`src/rtl/pcie_phy_pkg.sv`:
```
// Shared PCIe PHY definitions: the pad symbol, the K-flag encoding, the link-width codes
// and the lane striper state type.
package pcie_phy_pkg;

  localparam logic [7:0] PAD_SYMBOL = 8'hF7;  // K23.7

  localparam logic K_DATA = 1'b0;
  localparam logic K_CTRL = 1'b1;

  typedef enum logic [2:0] {
    LW_X1  = 3'd0,
    LW_X2  = 3'd1,
    LW_X4  = 3'd2,
    LW_X8  = 3'd3,
    LW_X16 = 3'd4
  } link_width_e;

  typedef enum logic {
    ST_IDLE = 1'b0,
    ST_FILL = 1'b1
  } striper_state_e;

  // Index of the last active lane for a width code, clamped to the widest supported code.
  function automatic int unsigned lw_last_slot(input int unsigned code,
                                               input int unsigned max_code);
    int unsigned c;
    c = (code > max_code) ? max_code : code;
    return (32'd1 << c) - 32'd1;
  endfunction

endpackage

```
`src/rtl/lane_striper.sv`:
```
// Distributes a byte stream across the negotiated number of lanes, padding the final
// partial stripe of each packet with PAD control symbols.
module lane_striper
  import pcie_phy_pkg::*;
#(
  parameter int unsigned NUM_LANES  = 4,
  parameter int unsigned DATA_WIDTH = 8,
  localparam int unsigned LOG2_LANES = $clog2(NUM_LANES),
  localparam int unsigned LW         = (LOG2_LANES > 0) ? LOG2_LANES : 1
) (
  input  logic                                  clk_i,
  input  logic                                  rst_ni,
  input  logic [LW-1:0]                         link_width_i,
  input  logic [DATA_WIDTH-1:0]                 data_frame_i,
  input  logic                                  data_frame_valid_i,
  input  logic                                  data_frame_last_i,
  output logic                                  data_frame_ready_o,
  output logic [NUM_LANES-1:0][DATA_WIDTH-1:0]  lane_data_o,
  output logic [NUM_LANES-1:0]                  lane_k_o,
  output logic [NUM_LANES-1:0]                  lane_valid_o,
  input  logic                                  lanes_ready_i,
  output logic                                  busy_o
);

  striper_state_e state_q, state_d;
  logic [LW-1:0] slot_q, slot_d;
  logic [LW-1:0] last_q, last_d;
  logic [NUM_LANES-1:0][DATA_WIDTH-1:0] fill_q, fill_d;
  logic [NUM_LANES-1:0][DATA_WIDTH-1:0] data_q, data_d;
  logic [NUM_LANES-1:0] k_q, k_d;
  logic [NUM_LANES-1:0] valid_q, valid_d;

  logic          accept;
  logic          handoff;
  logic          complete;
  logic [LW-1:0] cur_slot;
  logic [LW-1:0] eff_last;

  assign data_frame_ready_o = ~(|valid_q) | lanes_ready_i;
  assign accept             = data_frame_valid_i & data_frame_ready_o;
  assign handoff            = (|valid_q) & lanes_ready_i;
  assign busy_o             = (state_q == ST_FILL) | (|valid_q);

  assign lane_data_o  = data_q;
  assign lane_k_o     = k_q;
  assign lane_valid_o = valid_q;

  always_comb begin
    state_d  = state_q;
    slot_d   = slot_q;
    last_d   = last_q;
    fill_d   = fill_q;
    data_d   = data_q;
    k_d      = k_q;
    valid_d  = valid_q;
    complete = 1'b0;

    // Width is only live in IDLE; once a stripe is open the registered width governs it.
    cur_slot = (state_q == ST_IDLE) ? '0 : slot_q;
    eff_last = (state_q == ST_IDLE) ? LW'(lw_last_slot(32'(link_width_i), LOG2_LANES))
                                    : last_q;

    if (handoff) begin
      data_d  = '0;
      k_d     = '0;
      valid_d = '0;
    end

    if (accept) begin
      fill_d[cur_slot] = data_frame_i;
      complete         = data_frame_last_i | (cur_slot == eff_last);
      if (state_q == ST_IDLE) begin
        last_d = eff_last;
      end
      if (complete) begin
        // A completing stripe overrides the handoff clear so stripes run back-to-back.
        for (int unsigned i = 0; i < NUM_LANES; i++) begin
          if (i <= 32'(cur_slot)) begin
            data_d[i]  = fill_d[i];
            k_d[i]     = K_DATA;
            valid_d[i] = 1'b1;
          end else if (i <= 32'(eff_last)) begin
            data_d[i]  = DATA_WIDTH'(PAD_SYMBOL);
            k_d[i]     = K_CTRL;
            valid_d[i] = 1'b1;
          end else begin
            data_d[i]  = '0;
            k_d[i]     = K_DATA;
            valid_d[i] = 1'b0;
          end
        end
        state_d = ST_IDLE;
        slot_d  = '0;
      end else begin
        state_d = ST_FILL;
        slot_d  = cur_slot + 1'b1;
      end
    end
  end

  always_ff @(posedge clk_i or negedge rst_ni) begin
    if (!rst_ni) begin
      state_q <= ST_IDLE;
      slot_q  <= '0;
      last_q  <= '0;
      fill_q  <= '0;
      data_q  <= '0;
      k_q     <= '0;
      valid_q <= '0;
    end else begin
      state_q <= state_d;
      slot_q  <= slot_d;
      last_q  <= last_d;
      fill_q  <= fill_d;
      data_q  <= data_d;
      k_q     <= k_d;
      valid_q <= valid_d;
    end
  end

endmodule
```
`config.mk`:
```
export PLATFORM = sky130hd
export DESIGN_NAME = lane_striper
export DESIGN_NICKNAME = d
export VERILOG_FILES = /design/src/rtl/pcie_phy_pkg.sv /design/src/rtl/lane_striper.sv
export SDC_FILE = /design/constraint.sdc
export NUM_CORES = 1
export LEC_CHECK = 0
export CELL_PAD_IN_SITES_DETAIL_PLACEMENT = 1
export CELL_PAD_IN_SITES_GLOBAL_PLACEMENT = 2
export CORE_MARGIN = 1
export CORE_UTILIZATION = 34
export DETAILED_ROUTE_END_ITERATION = 10
export PLACE_DENSITY = 0.78
export SETUP_SLACK_MARGIN = 0.02
export SLEW_MARGIN = 20
export SYNTH_ARGS = -nofsm -noshare
export SYNTH_HDL_FRONTEND = slang
export SYNTH_SLANG_ARGS = --single-unit
```
`constraint.sdc`:
```
create_clock -name clk_i -period 2.7 [get_ports clk_i]
set_clock_uncertainty 0.1 [all_clocks]
set_input_delay 0.405 -clock clk_i [delete_from_list [all_inputs] [get_ports clk_i]]
set_output_delay 0.405 -clock clk_i [all_outputs]
set_load 0.01 [all_outputs]
```
---- Word-level counts from Yosys, hierarchy flattened ----
Index checks and enable logic that the tools add are counted.
cells by class
  reductions and logical operators ........ 3
  shifts and indexed selects .............. 1
  multiplexer cells ....................... 32
  order comparisons ....................... 9
  eq/ne operators ......................... 1
  $add $sub $neg .......................... 2
  bitwise logic cells ..................... 7
operator list
  cell                 count
  $mux 32              3
  $mux 8               7
  $bwmux 32            1
  $mux 4               6
  $demux 8 s2          1
  $mux 1               10
  $le 2x2->1 const A   4
  $mux 2               4
  $le 1x2->1 const A   2
  $reduce_or 4->1      1
  $lt 2x3->1 const B   1
  $or 1x1->1           3
  $add 2x1->2 const B  1
  $and 1x1->1          2
  $eq 2x2->1           1
  $ge 2x1->1 const B   1
  $gt 2x2->1 const B   1
  $not 1->1            2
  $reduce_and 2->1     1
  $shl 1x2->2 const A  1
  $sub 2x1->2 const B  1
  $logic_and 1x1->1    1
storage, ports and cells
  bits in registers ....................... 77
  input port bits ......................... 15
  output and inout bits ................... 42

---- Longest topological paths before layout ----
Gate-level depths: netlist of run 1.
  word-level depth ........................ 10
  gate-level depth with buffers ........... 6

---- Worst setup path before layout of run 1 ----
OpenSTA, ideal clock, no wires.
  path kind ............................... register -> register
  start ................................... register valid_q[0], in the netlist lane_valid_o[0]
  end ..................................... register fill_q[10] (netlist bit)
  path slack .............................. 0.762 ns
  clock period less this slack ............ 1.938 ns
  arrival time ............................ 1.713 ns
  data required time ...................... 2.475 ns
  stages on the path, launching flop included .. 6
  cell sequence ........................... dfrtp_1 -> nor4_4 -> o21ai_2 -> or3_1 -> buf_6 -> mux2_4
between the ends
  cells in the longest elaborated chain, start to end .. 4
RTL lines
  element                 line                 source
  from (decl)             lane_striper.sv:31   logic [NUM_LANES-1:0] valid_q, valid_d;
  from (signal assigned)  lane_striper.sv:117  valid_q <= valid_d;
  $reduce_or 4->1         lane_striper.sv:39   assign data_frame_ready_o = ~(|valid_q) | lanes_ready_i;
  $not 1->1               lane_striper.sv:39
  $or 1x1->1              lane_striper.sv:39
  $and 1x1->1             lane_striper.sv:40   assign accept = data_frame_valid_i & data_frame_ready_o;
  to (signal assigned)    lane_striper.sv:114  fill_q <= fill_d;
  to (decl)               lane_striper.sv:28   logic [NUM_LANES-1:0][DATA_WIDTH-1:0] fill_q, fill_d;
Every way passes these cells.
A chain may end at the register's enable or synchronous reset.

---- Final worst setup path of run 1 ----
  start ................................... register valid_q[0], in the netlist lane_valid_o[0]
  end ..................................... output busy_o
between the ends
  cells in the longest elaborated chain, start to end .. 2
RTL lines
  element          line                source
  $reduce_or 4->1  lane_striper.sv:42  assign busy_o = (state_q == ST_FILL) | (|valid_q);
  $or 1x1->1       lane_striper.sv:42
  to (decl)        lane_striper.sv:22  output logic busy_o
Every way passes these cells.

==> results of run 1 <==
## metrics by stage
| stage | std cells | total power (uW) | hold WS [ns] |
|---|---|---|---|
| final | 491 | 5040 | 0.0188 |
| after global routing | 491 | 5410 | 0.0747 |
| after CTS | 491 | 5110 | 0.0374 |
| after detailed placement | 475 | 4100 | 0.386 |
| after global placement | 475 | 4050 | 0.383 |
| after floorplan | 297 | 3170 | 0.00941 |
## layer usage
metal  wire length (um)  vias to the layer above  track usage, %
li1                   -                     1153               -
met1               4120                     1242            24.7
met2               3810                       48            28.9
met3                292                       11            4.23
met4                 78                        0            4.68
met5                  0                        -               0
## cell type report
type                    count  area, um^2
multi-input cells         208        1520
flip-flops and latches     69        1730
well taps                 129         161
fillers                  1042        5070
clock inverters             3        67.6
repair buffers             67         663
inverters                   2        7.51
clock buffers              13         159
## worst max-delay path by stage
stage	slack [ns]	end	cells after the start	startpoint
2_1_floorplan	0.76	fill_q[10]$_DFFE_PN0P_	5	lane_valid_o[0]$_DFF_PN0_
5_1_grt	0.18	busy_o	3	lane_valid_o[0]$_DFF_PN0_
6_report	0.30	busy_o	3	lane_valid_o[0]$_DFF_PN0_
4_1_cts	0.27	busy_o	3	lane_valid_o[0]$_DFF_PN0_
3_5_place_dp	0.36	fill_q[10]$_DFFE_PN0P_	4	lanes_ready_i
3_3_place_gp	0.39	fill_q[9]$_DFFE_PN0P_	4	lanes_ready_i
## power breakdown
group / total [uW] / switching [uW] / internal [uW]
Sequential: 1830 / 354 / 1480
Clock: 965 / 393 / 572
Combinational: 2240 / 1020 / 1210
Total: 5040 / 1770 / 3260
## flip-flops by register name, summed over array words and instances, names as in the netlist
name	cells
lane_data_o	32
slot_q	2
fill_q	24
lane_k_o	4
last_q	2
state_q	1
lane_valid_o	4
## critical path, cell delays in order, from the launching register on
cell	delay, ns
sky130_fd_sc_hd__dfrtp_1	0.42
sky130_fd_sc_hd__nor4_4	0.38
sky130_fd_sc_hd__or2b_1	0.27
sky130_fd_sc_hd__clkdlybuf4s50_1	0.48
## kinds of logic after synthesis
logic type | share of synthesized area (%)
simple gates | 14.2
mux | 25.0
flops | 51.8
compound gates | 5.78
buf+inv | 2.78
xor+xnor | 0.526
## Yosys cell counts, types with 2 or more instances
| cell | instances |
|---|---|
| sky130_fd_sc_hd__mux2_2 | 24 |
| sky130_fd_sc_hd__buf_2 | 8 |
| sky130_fd_sc_hd__mux2i_1 | 43 |
| sky130_fd_sc_hd__o21a_1 | 2 |
| sky130_fd_sc_hd__a22o_1 | 3 |
| sky130_fd_sc_hd__nor2_1 | 9 |
| sky130_fd_sc_hd__dfrtp_1 | 69 |
| sky130_fd_sc_hd__nor2b_1 | 7 |
| sky130_fd_sc_hd__clkbuf_1 | 9 |
| sky130_fd_sc_hd__nand2_1 | 54 |
| sky130_fd_sc_hd__o21ai_0 | 16 |
| sky130_fd_sc_hd__nor3b_1 | 9 |
| sky130_fd_sc_hd__nand3_1 | 4 |
| sky130_fd_sc_hd__xnor2_1 | 2 |
| sky130_fd_sc_hd__inv_1 | 2 |
| sky130_fd_sc_hd__a21oi_1 | 7 |
| sky130_fd_sc_hd__nand2b_1 | 3 |
| sky130_fd_sc_hd__nor3_1 | 2 |
| sky130_fd_sc_hd__mux2_4 | 8 |
==> Flow_metrics.wiki, run 1 <==
{| class="wikitable"
! Metric !! Value
|-
| Fmax achieved || 417 MHz
|-
| Portion of the post-synthesis area used by sequential elements || 51.8%
|-
| Leakage dissipation || about 0.0019 uW
|-
| Yosys top cell by area || sky130_fd_sc_hd__dfrtp_1
|-
| Fin. max-slew vios || 0
|-
| Drt total wl || between 8000 and 9000 um
|-
| Fraction of final layout cells with drive strength greater than 1 || 17.1%
|-
| Number of endpoints with negative hold slack in the final report || 0
|-
| Via Count || 2454
|-
| # clock sinks || between 60 and 70
|-
| Vertical die dimension || 101 um
|-
| Path depth of the worst reg2reg path || 4
|-
| Total clock buffers created by CTS || 9
|-
| Post-Place Setup Slack || between 0.3 and 0.4 ns
|-
| Synth top area share || roughly half
|-
| Number of antenna repair diodes || 0
|-
| Reg2Reg Setup Slack || between 0.5 and 0.6 ns
|-
| Start-to-end type of the worst setup path || reg -> out
|-
| Critical Path Sink Type || output port
|-
| Clk slew on worst S/H paths || roughly 0.08 ns
|-
| Total Negative Setup Slacks || 0 ns
|-
| Number of buffers inserted for hold repair after clock tree synthesis || 0
|-
| Result of the run || finished, final reports clean
|-
| Initial detailed-routing violation count || just over 70
|-
| Number of remaining DRC errors || 0
|-
| Via count of the first global-routing pass || approximately 2600
|-
| Post-synthesis async set-or-reset flop share || 100%
|-
| Post-route worst setup slack || 0.300 ns
|-
| Total power density per cell area || between 1000 and 1500 mW/mm^2
|-
| Die footprint || about 0.010 mm^2
|-
| Number of instances resized during post-cts repair || 0
|-
| Number of antenna violations at the first check in global routing || 0
|-
| Endpoints failing setup || 0
|-
| Wire length of the first global-routing pass || 13900 um
|-
| Net count of the mapped netlist || 312
|-
| FF-to-FF Start || lane_valid_o[0]$_DFF_PN0_
|-
| Via count normalized by instance count || 5.00
|-
| Leading cell types in the layout, fill and taps excluded || sky130_fd_sc_hd__dfrtp_1 (69), sky130_fd_sc_hd__clkdlybuf4s50_1 (55), sky130_fd_sc_hd__nand2_1 (54), sky130_fd_sc_hd__mux2i_1 (43), sky130_fd_sc_hd__mux2_2 (24)
|-
| Mean instance size in the synthesized netlist || 11.2 um^2
|-
| H-Tree Depth || 3
|-
| Insertion delay to the later sink of the worst-skew pair || ~0.34 ns
|-
| DRT antenna net count || 0
|-
| Starting Density || between 30% and 40%
|-
| Most used flip-flop cell after synthesis || sky130_fd_sc_hd__dfrtp_1
|-
| Synthesized netlist cell count || between 200 and 300
|-
| Final design area excluding fillers || approximately 0.0043 mm^2
|-
| Synth-to-layout area growth || 29.1%
|-
| Worst reg2reg path endpoint || fill_q[10]$_DFFE_PN0P_
|-
| Horizontal die dimension || ~100 um
|-
| Data arrival time of the critical path || roughly 1.9 ns
|-
| GR Util All Layers || 18.1%
|-
| Post-Syn Area || 0.00333 mm^2
|-
| Final #Nets || 372
|-
| Cell chosen for the clock root || sky130_fd_sc_hd__clkbuf_8
|-
| Number of buffer cells added on primary ports || 56
|-
| Detailed-router iteration count before antenna repair || 4
|-
| Rel. slew slack || approximately half
|-
| Instance area after placement || roughly 0.004 mm^2
|-
| Yosys warning count || 0
|-
| Cell types with the largest area share after synthesis || sky130_fd_sc_hd__dfrtp_1 (52%), sky130_fd_sc_hd__mux2i_1 (13%), sky130_fd_sc_hd__mux2_2 (8.1%)
|-
| Number of flops mapped to enable cells by yosys || 0
|-
| Final core occ || a little under half
|-
| Site Rows || 35
|-
| Total of flip-flops plus latches after synthesis || 69
|-
| Number of library cell types mapped by synthesis || 35
|-
| Maximum number of pins on one net before global-route repair || between 40 and 50
|-
| Worst Path Max Fanout || 5
|-
| Final weighted congestion in routability-driven placement || about 0.74
|-
| Max IR drop VDD || roughly 450 uV
|-
| Post-CTS setup buffer count || 0
|-
| Mean routed wirelength per cell || around 17 um
|-
| Tightest Hold Check Type || in -> async
|-
| Unrepaired setup endpoints after global routing || false
|-
| Deepest clock path buffer count || 2
|-
| CTS tree || built
|-
| Transition time of the tightest slew-check pin || ~0.74 ns
|-
| Congestion Overflow GR || 0
|-
| Startpoint class of the critical path || flip-flop
|-
| Area of the core || 0.00937 mm^2
|-
| Worst Path Required || between 2 and 2.5 ns
|-
| Reported max-cap violation count || 0
|-
| Most common library cell in the layout ignoring fill and taps || sky130_fd_sc_hd__dfrtp_1
|-
| Final period demand of the worst path || 2.40 ns
|-
| I/O pins || between 50 and 60
|-
| Post-route clock period utilization || 88.9%
|-
| DP Wirelength || about 5500 um
|}
No activity file was read; power rests on OpenSTA's default activity.
==> run 2, diff against run 1 <==
MAX_ROUTING_LAYER = met4   (was unset)
==> run 2 against run 1 <==
Against the previous run: routed wire length rose by 0.13%; first-iteration DRC count fell by 2.8%; critical endpoint unchanged; critical path type unchanged; cell count did not move; highest routed layer unchanged; global-route usage rose by 0.56 points; sequential share of layout area did not move.
==> Flow_metrics.wiki, run 2 (synthesized netlist as in run 1, its figures left out) <==
{| class="wikitable"
! Metric !! Value
|-
| Combinational fraction of design power || 44.5% (was 44.4%)
|-
| Congestion Overflow GR || 0 (unchanged)
|-
| Result of the run || finished, final reports clean (unchanged)
|-
| Sw power || 1770 uW (about the same)
|-
| Final period demand of the worst path || 2.40 ns (about the same)
|-
| Endpoints failing setup || 0 (unchanged)
|-
| Final design area excluding fillers || 0.00430 mm^2 (unchanged)
|-
| Number of endpoints with negative hold slack in the final report || 0 (unchanged)
|-
| H-Tree Depth || 3 (unchanged)
|-
| Tightest Hold Check Type || in -> async (unchanged)
|-
| Instance area after placement || 0.00408 mm^2 (unchanged)
|-
| Most common library cell in the layout ignoring fill and taps || sky130_fd_sc_hd__dfrtp_1 (unchanged)
|-
| Deepest clock path buffer count || 2 (unchanged)
|-
| Site Rows || 35 (unchanged)
|-
| Initial detailed-routing violation count || 69 (was 71)
|-
| Final core occ || 45.9% (unchanged)
|-
| Cell chosen for the clock root || sky130_fd_sc_hd__clkbuf_8 (unchanged)
|-
| Int Power || 3260 uW (about the same)
|-
| Maximum number of pins on one net before global-route repair || 41 (unchanged)
|-
| DRT antenna net count || 0 (unchanged)
|-
| Clock network fraction of total power || 19.1% (was 19.2%)
|-
| Number of buffers inserted for hold repair after clock tree synthesis || 0 (unchanged)
|-
| Starting Density || 35.6% (unchanged)
|-
| Fmax achieved || 417 MHz (about the same)
|-
| Insertion delay to the later sink of the worst-skew pair || 0.34 ns (about the same)
|-
| Start-to-end type of the worst setup path || reg -> out (unchanged)
|-
| Fraction of power spent switching nets || 35.2% (about the same)
|-
| Die footprint || 0.0102 mm^2 (unchanged)
|-
| Number of antenna repair diodes || 0 (unchanged)
|-
| Mean routed wirelength per cell || 16.9 um (about the same)
|-
| Detailed-router iteration count before antenna repair || 4 (unchanged)
|-
| Rel. slew slack || 50.9% (about the same)
|-
| Total Negative Setup Slacks || 0 ns (unchanged)
|-
| Total clock buffers created by CTS || 9 (unchanged)
|-
| Startpoint class of the critical path || flip-flop (unchanged)
|-
| # clock sinks || 69 (unchanged)
|-
| Clk slew on worst S/H paths || 0.08 ns (about the same)
|-
| Worst Path Required || 2.19 ns (about the same)
|-
| Fraction of final layout cells with drive strength greater than 1 || 17.1% (unchanged)
|-
| Number of instances resized during post-cts repair || 0 (unchanged)
|-
| Via Count || 2450 (was 2454)
|-
| Number of antenna violations at the first check in global routing || 0 (unchanged)
|-
| Leakage dissipation || 0.00189 uW (unchanged)
|-
| Unrepaired setup endpoints after global routing || false (unchanged)
|-
| Area of the core || 0.00937 mm^2 (unchanged)
|-
| Final #Nets || 372 (unchanged)
|-
| Sequential share of power || 36.4% (about the same)
|-
| Data arrival time of the critical path || 1.89 ns (was 1.90 ns)
|-
| DP Wirelength || 5550 um (unchanged)
|-
| Max IR drop VDD || 447 uV (was 448 uV)
|-
| GR Util All Layers || 18.6% (was 18.1%)
|-
| Post-route clock period utilization || 88.7% (was 88.9%)
|-
| Horizontal die dimension || 101 um (unchanged)
|-
| Reported max-cap violation count || 0 (unchanged)
|-
| Leading cell types in the layout, fill and taps excluded || sky130_fd_sc_hd__dfrtp_1 (69), sky130_fd_sc_hd__clkdlybuf4s50_1 (55), sky130_fd_sc_hd__nand2_1 (54), sky130_fd_sc_hd__mux2i_1 (43), sky130_fd_sc_hd__mux2_2 (24) (unchanged)
|-
| I/O pins || 57 (unchanged)
|-
| Synth-to-layout area growth || 29.1% (unchanged)
|-
| Via count of the first global-routing pass || 2633 (was 2624)
|-
| Worst Path Max Fanout || 5 (unchanged)
|-
| Transition time of the tightest slew-check pin || 0.736 ns (about the same)
|-
| Drt total wl || 8310 um (was 8300 um)
|-
| Vertical die dimension || 101 um (unchanged)
|-
| CTS tree || built (unchanged)
|-
| Number of remaining DRC errors || 0 (unchanged)
|-
| Wire length of the first global-routing pass || 13900 um (about the same)
|-
| Total power density per cell area || 1170 mW/mm^2 (about the same)
|-
| Critical Path Sink Type || output port (unchanged)
|-
| Final weighted congestion in routability-driven placement || 0.753 (was 0.743)
|-
| Max reg flops || 32 (unchanged)
|-
| Fin. max-slew vios || 0 (unchanged)
|-
| Post-CTS setup buffer count || 0 (unchanged)
|-
| Via count normalized by instance count || 4.99 (was 5.00)
|-
| Number of buffer cells added on primary ports || 56 (unchanged)
|}
## run 2: final cells by class
class	instances	area, um^2
well taps	129	161
clock buffers	13	159
multi-input cells	208	1520
fillers	1042	5070
clock inverters	3	67.6
repair buffers	67	663
flip-flops and latches	69	1730
inverters	2	7.51
## run 2: stage by stage
step                      total power, uW  hold slack [ns]  cells  setup WS (ns)
after global routing                 5410           0.0750    491          0.180
after floorplan                      3170          0.00941    297          0.762
after detailed placement             4100            0.386    475          0.357
after global placement               4050            0.383    475          0.394
final                                5040           0.0228    491          0.305
after CTS                            5110           0.0374    491          0.274
## run 2: power groups by stage
| stage | registers, uW | logic [uW] | clock network, uW |
|---|---|---|---|
| after floorplan | 1830 | 1340 | 0 |
| after global placement | 1830 | 2220 | 0 |
| after detailed placement | 1840 | 2260 | 0 |
| after CTS | 1830 | 2280 | 992 |
| after global routing | 1900 | 2480 | 1030 |
| final | 1830 | 2240 | 962 |
## run 2: routing by layer
layer  track usage [%]  vias to the layer above  wire length (um)
li1                  -                     1150                 -
met1              24.8                     1244              4160
met2              29.0                       52              3860
met3              3.88                        4               260
met4              4.68                        0                36
met5                 -                        -                 0
## run 2: worst max-delay path, stage by stage, from the launching register on
cell and delay (ns):
sky130_fd_sc_hd__dfrtp_1 0.42, sky130_fd_sc_hd__nor4_4 0.38, sky130_fd_sc_hd__or2b_1 0.27, sky130_fd_sc_hd__clkdlybuf4s50_1 0.48
## run 2: path summary, 6_finish.rpt
check | startpoint | to | slack (ns) | cells after the start
worst max-delay path | lane_valid_o[0]$_DFF_PN0_ | busy_o | 0.30 | 3
worst min-delay path | rst_ni | lane_data_o[0]$_DFF_PN0_ | 0.02 | 1
worst max register to register | lane_valid_o[0]$_DFF_PN0_ | fill_q[10]$_DFFE_PN0P_ | 0.51 | 4
worst min register to register | fill_q[23]$_DFFE_PN0P_ | fill_q[23]$_DFFE_PN0P_ | 0.40 | 1
max in group asynchronous | rst_ni | fill_q[19]$_DFFE_PN0P_ | 1.80 | 2
min in group clk_i | fill_q[23]$_DFFE_PN0P_ | fill_q[23]$_DFFE_PN0P_ | 0.40 | 1
==> run 3, diff against run 2 <==
CAP_MARGIN = 10   (was unset)
PLACE_DENSITY = unset   (was 0.78)
PLACE_DENSITY_LB_ADDON = 0.12   (was unset)
REMOVE_ABC_BUFFERS = 1   (was unset)
==> run 3 against run 2 <==
Against the previous run: die area is the same; non-clock buffer count fell by 1; utilization decreased by 0.91 points; count of clock-buffer cells in the layout shrank 2; register-to-register slack got worse by 0.02 ns; sequential share of layout area up 0.81 points; worst hold slack improved by 0.37 ns; critical endpoint unchanged.
==> Flow_metrics.wiki, run 3 (synthesized netlist as in run 1, its figures left out) <==
{| class="wikitable"
! Metric !! Value
|-
| Result of the run || finished, final reports clean (unchanged)
|-
| Clk slew on worst S/H paths || 0.07 ns (was 0.08 ns)
|-
| CTS tree || built (unchanged)
|-
| I/O pins || 57 (unchanged)
|-
| Clock network fraction of total power || 14.5% (was 19.1%)
|-
| DRT antenna net count || 0 (unchanged)
|-
| Tightest Hold Check Type || reg -> reg (was in -> async)
|-
| Reported max-cap violation count || 0 (unchanged)
|-
| Max reg flops || 32 (unchanged)
|-
| Site Rows || 35 (unchanged)
|-
| Most common library cell in the layout ignoring fill and taps || sky130_fd_sc_hd__dfrtp_1 (unchanged)
|-
| Unrepaired setup endpoints after global routing || false (unchanged)
|-
| Number of antenna repair diodes || 0 (unchanged)
|-
| Number of buffer cells added on primary ports || 56 (unchanged)
|-
| Rel. slew slack || 51.8% (was 50.9%)
|-
| Post-route non-filler standard cell count || 488 (was 491)
|-
| Number of antenna violations at the first check in global routing || 0 (unchanged)
|-
| Post-CTS setup buffer count || 0 (unchanged)
|-
| Initial detailed-routing violation count || 68 (was 69)
|-
| Number of instances resized during post-cts repair || 0 (unchanged)
|-
| Via Count || 2354 (was 2450)
|-
| Fraction of final layout cells with drive strength greater than 1 || 16.2% (was 17.1%)
|-
| Endpoints failing setup || 0 (unchanged)
|-
| Final weighted congestion in routability-driven placement || 0.707 (was 0.753)
|-
| Startpoint class of the critical path || flip-flop (unchanged)
|-
| Via count normalized by instance count || 4.82 (was 4.99)
|-
| Int Power || 3000 uW (was 3260 uW)
|-
| Leakage dissipation || 0.00186 uW (was 0.00189 uW)
|-
| Number of placed instances, taps included || 473 (was 475)
|-
| Detailed-router iteration count before antenna repair || 4 (unchanged)
|-
| Starting Density || 35.6% (unchanged)
|-
| Insertion delay to the later sink of the worst-skew pair || 0.33 ns (was 0.34 ns)
|-
| Sequential share of power || 38.3% (was 36.4%)
|-
| Cell chosen for the clock root || sky130_fd_sc_hd__clkbuf_8 (unchanged)
|-
| Worst Path Max Fanout || 5 (unchanged)
|-
| Vertical die dimension || 101 um (unchanged)
|-
| H-Tree Depth || 3 (unchanged)
|-
| Congestion Overflow GR || 0 (unchanged)
|-
| Fmax achieved || 419 MHz (was 417 MHz)
|-
| Post-route clock period utilization || 88.3% (was 88.7%)
|-
| GR Util All Layers || 18.0% (was 18.6%)
|-
| Horizontal die dimension || 101 um (unchanged)
|-
| Maximum number of pins on one net before global-route repair || 70 (was 41)
|-
| Total Negative Setup Slacks || 0 ns (unchanged)
|-
| Post-route worst setup slack || 0.316 ns (was 0.305 ns)
|-
| Drt total wl || 7960 um (was 8310 um)
|-
| Worst Path Required || 2.19 ns (about the same)
|-
| Number of endpoints with negative hold slack in the final report || 0 (unchanged)
|-
| Leading cell types in the layout, fill and taps excluded || sky130_fd_sc_hd__dfrtp_1 (69), sky130_fd_sc_hd__clkdlybuf4s50_1 (55), sky130_fd_sc_hd__nand2_1 (54), sky130_fd_sc_hd__mux2i_1 (43), sky130_fd_sc_hd__mux2_2 (24) (unchanged)
|-
| Number of remaining DRC errors || 0 (unchanged)
|-
| Fraction of power spent switching nets || 36.3% (was 35.2%)
|-
| Fin. max-slew vios || 0 (unchanged)
|-
| Data arrival time of the critical path || 1.88 ns (was 1.89 ns)
|-
| Combinational fraction of design power || 47.3% (was 44.5%)
|-
| Via count of the first global-routing pass || 2504 (was 2633)
|-
| Transition time of the tightest slew-check pin || 0.718 ns (was 0.736 ns)
|-
| Synth-to-layout area growth || 26.6% (was 29.1%)
|-
| Max IR drop VDD || 383 uV (was 447 uV)
|-
| Final period demand of the worst path || 2.38 ns (was 2.40 ns)
|-
| Total clock buffers created by CTS || 9 (unchanged)
|-
| Post-Place Setup Slack || 0.339 ns (was 0.357 ns)
|-
| Mean routed wirelength per cell || 16.3 um (was 16.9 um)
|-
| Final core occ || 45.0% (was 45.9%)
|-
| # clock sinks || 69 (unchanged)
|-
| Final #Nets || 371 (was 372)
|-
| Die footprint || 0.0102 mm^2 (unchanged)
|-
| Total Power || 4710 uW (was 5040 uW)
|-
| Critical Path Sink Type || output port (unchanged)
|-
| Area of the core || 0.00937 mm^2 (unchanged)
|-
| Deepest clock path buffer count || 2 (unchanged)
|-
| Start-to-end type of the worst setup path || reg -> out (unchanged)
|-
| Sw power || 1710 uW (was 1770 uW)
|-
| DP Wirelength || 5190 um (was 5550 um)
|-
| Wire length of the first global-routing pass || 13400 um (was 13900 um)
|-
| Total power density per cell area || 1120 mW/mm^2 (was 1170 mW/mm^2)
|}
[run 3: changes by cell type in the layout (fill, tap and decap cells not counted), sizes merged]
cell         delta
clkinv          +3
buf             -2
bufinv          -2
clkbuf          -2
clkinvlp        -1
dlygate4sd3     +1
[run 3: area by class of cell]
class / instances / area (um^2)
fillers: 1051 / 5150
flip-flops and latches: 69 / 1730
multi-input cells: 208 / 1520
repair buffers: 66 / 658
well taps: 129 / 161
clock buffers: 11 / 131
clock inverters: 3 / 15.0
inverters: 2 / 7.51
[run 3: what timing repair did]
action                                  in CTS  in global routing
hold buffers                                 1                  0
endpoints found under the setup margin       0                  0
hold endpoints to repair                     1                  0
[run 3: path summary, 6_finish.rpt]
check / startpoint / to / slack [ns] / cells past startpoint
min in group asynchronous: rst_ni / lane_k_o[0]$_DFF_PN0_ / 0.53 / 3
hold reg to reg: fill_q[23]$_DFFE_PN0P_ / fill_q[23]$_DFFE_PN0P_ / 0.39 / 1
setup / recovery: lane_valid_o[0]$_DFF_PN0_ / busy_o / 0.32 / 3
hold / removal: fill_q[23]$_DFFE_PN0P_ / fill_q[23]$_DFFE_PN0P_ / 0.39 / 1
setup reg to reg: lane_valid_o[0]$_DFF_PN0_ / fill_q[10]$_DFFE_PN0P_ / 0.49 / 4
max in group asynchronous: rst_ni / slot_q[0]$_DFFE_PN0P_ / 1.67 / 3
[run 3: metrics by stage]
stage               hold slack, ns  instance area [um^2]
global route                 0.419                  4220
finish                       0.391                  4220
CTS                          0.395                  4220
global placement             0.363                  4060
detailed placement           0.366                  4060
floorplan                  0.00941                  3250
[run 3: power by group through the flow]
stage                     combinational [uW]  sequential (uW)  clock [uW]
after CTS                               2280             1810         720
after floorplan                         1230             1890           0
after detailed placement                2260             1820           0
after global placement                  2220             1810           0
final                                   2230             1800         683
after global routing                    2480             1870         762
[run 3: worst max-delay path, stage by stage (launching register included)]
cell	delay, ns
sky130_fd_sc_hd__dfrtp_1	0.42
sky130_fd_sc_hd__nor4_4	0.40
sky130_fd_sc_hd__or2b_1	0.26
sky130_fd_sc_hd__clkdlybuf4s50_1	0.47
[run 3: metal layers]
| layer | global-route usage, % | wire [um] |
|---|---|---|
| met1 | 24.3 | 3980 |
| met2 | 27.8 | 3770 |
| met3 | 2.70 | 144 |
| met4 | 6.02 | 71 |
| met5 | - | 0 |
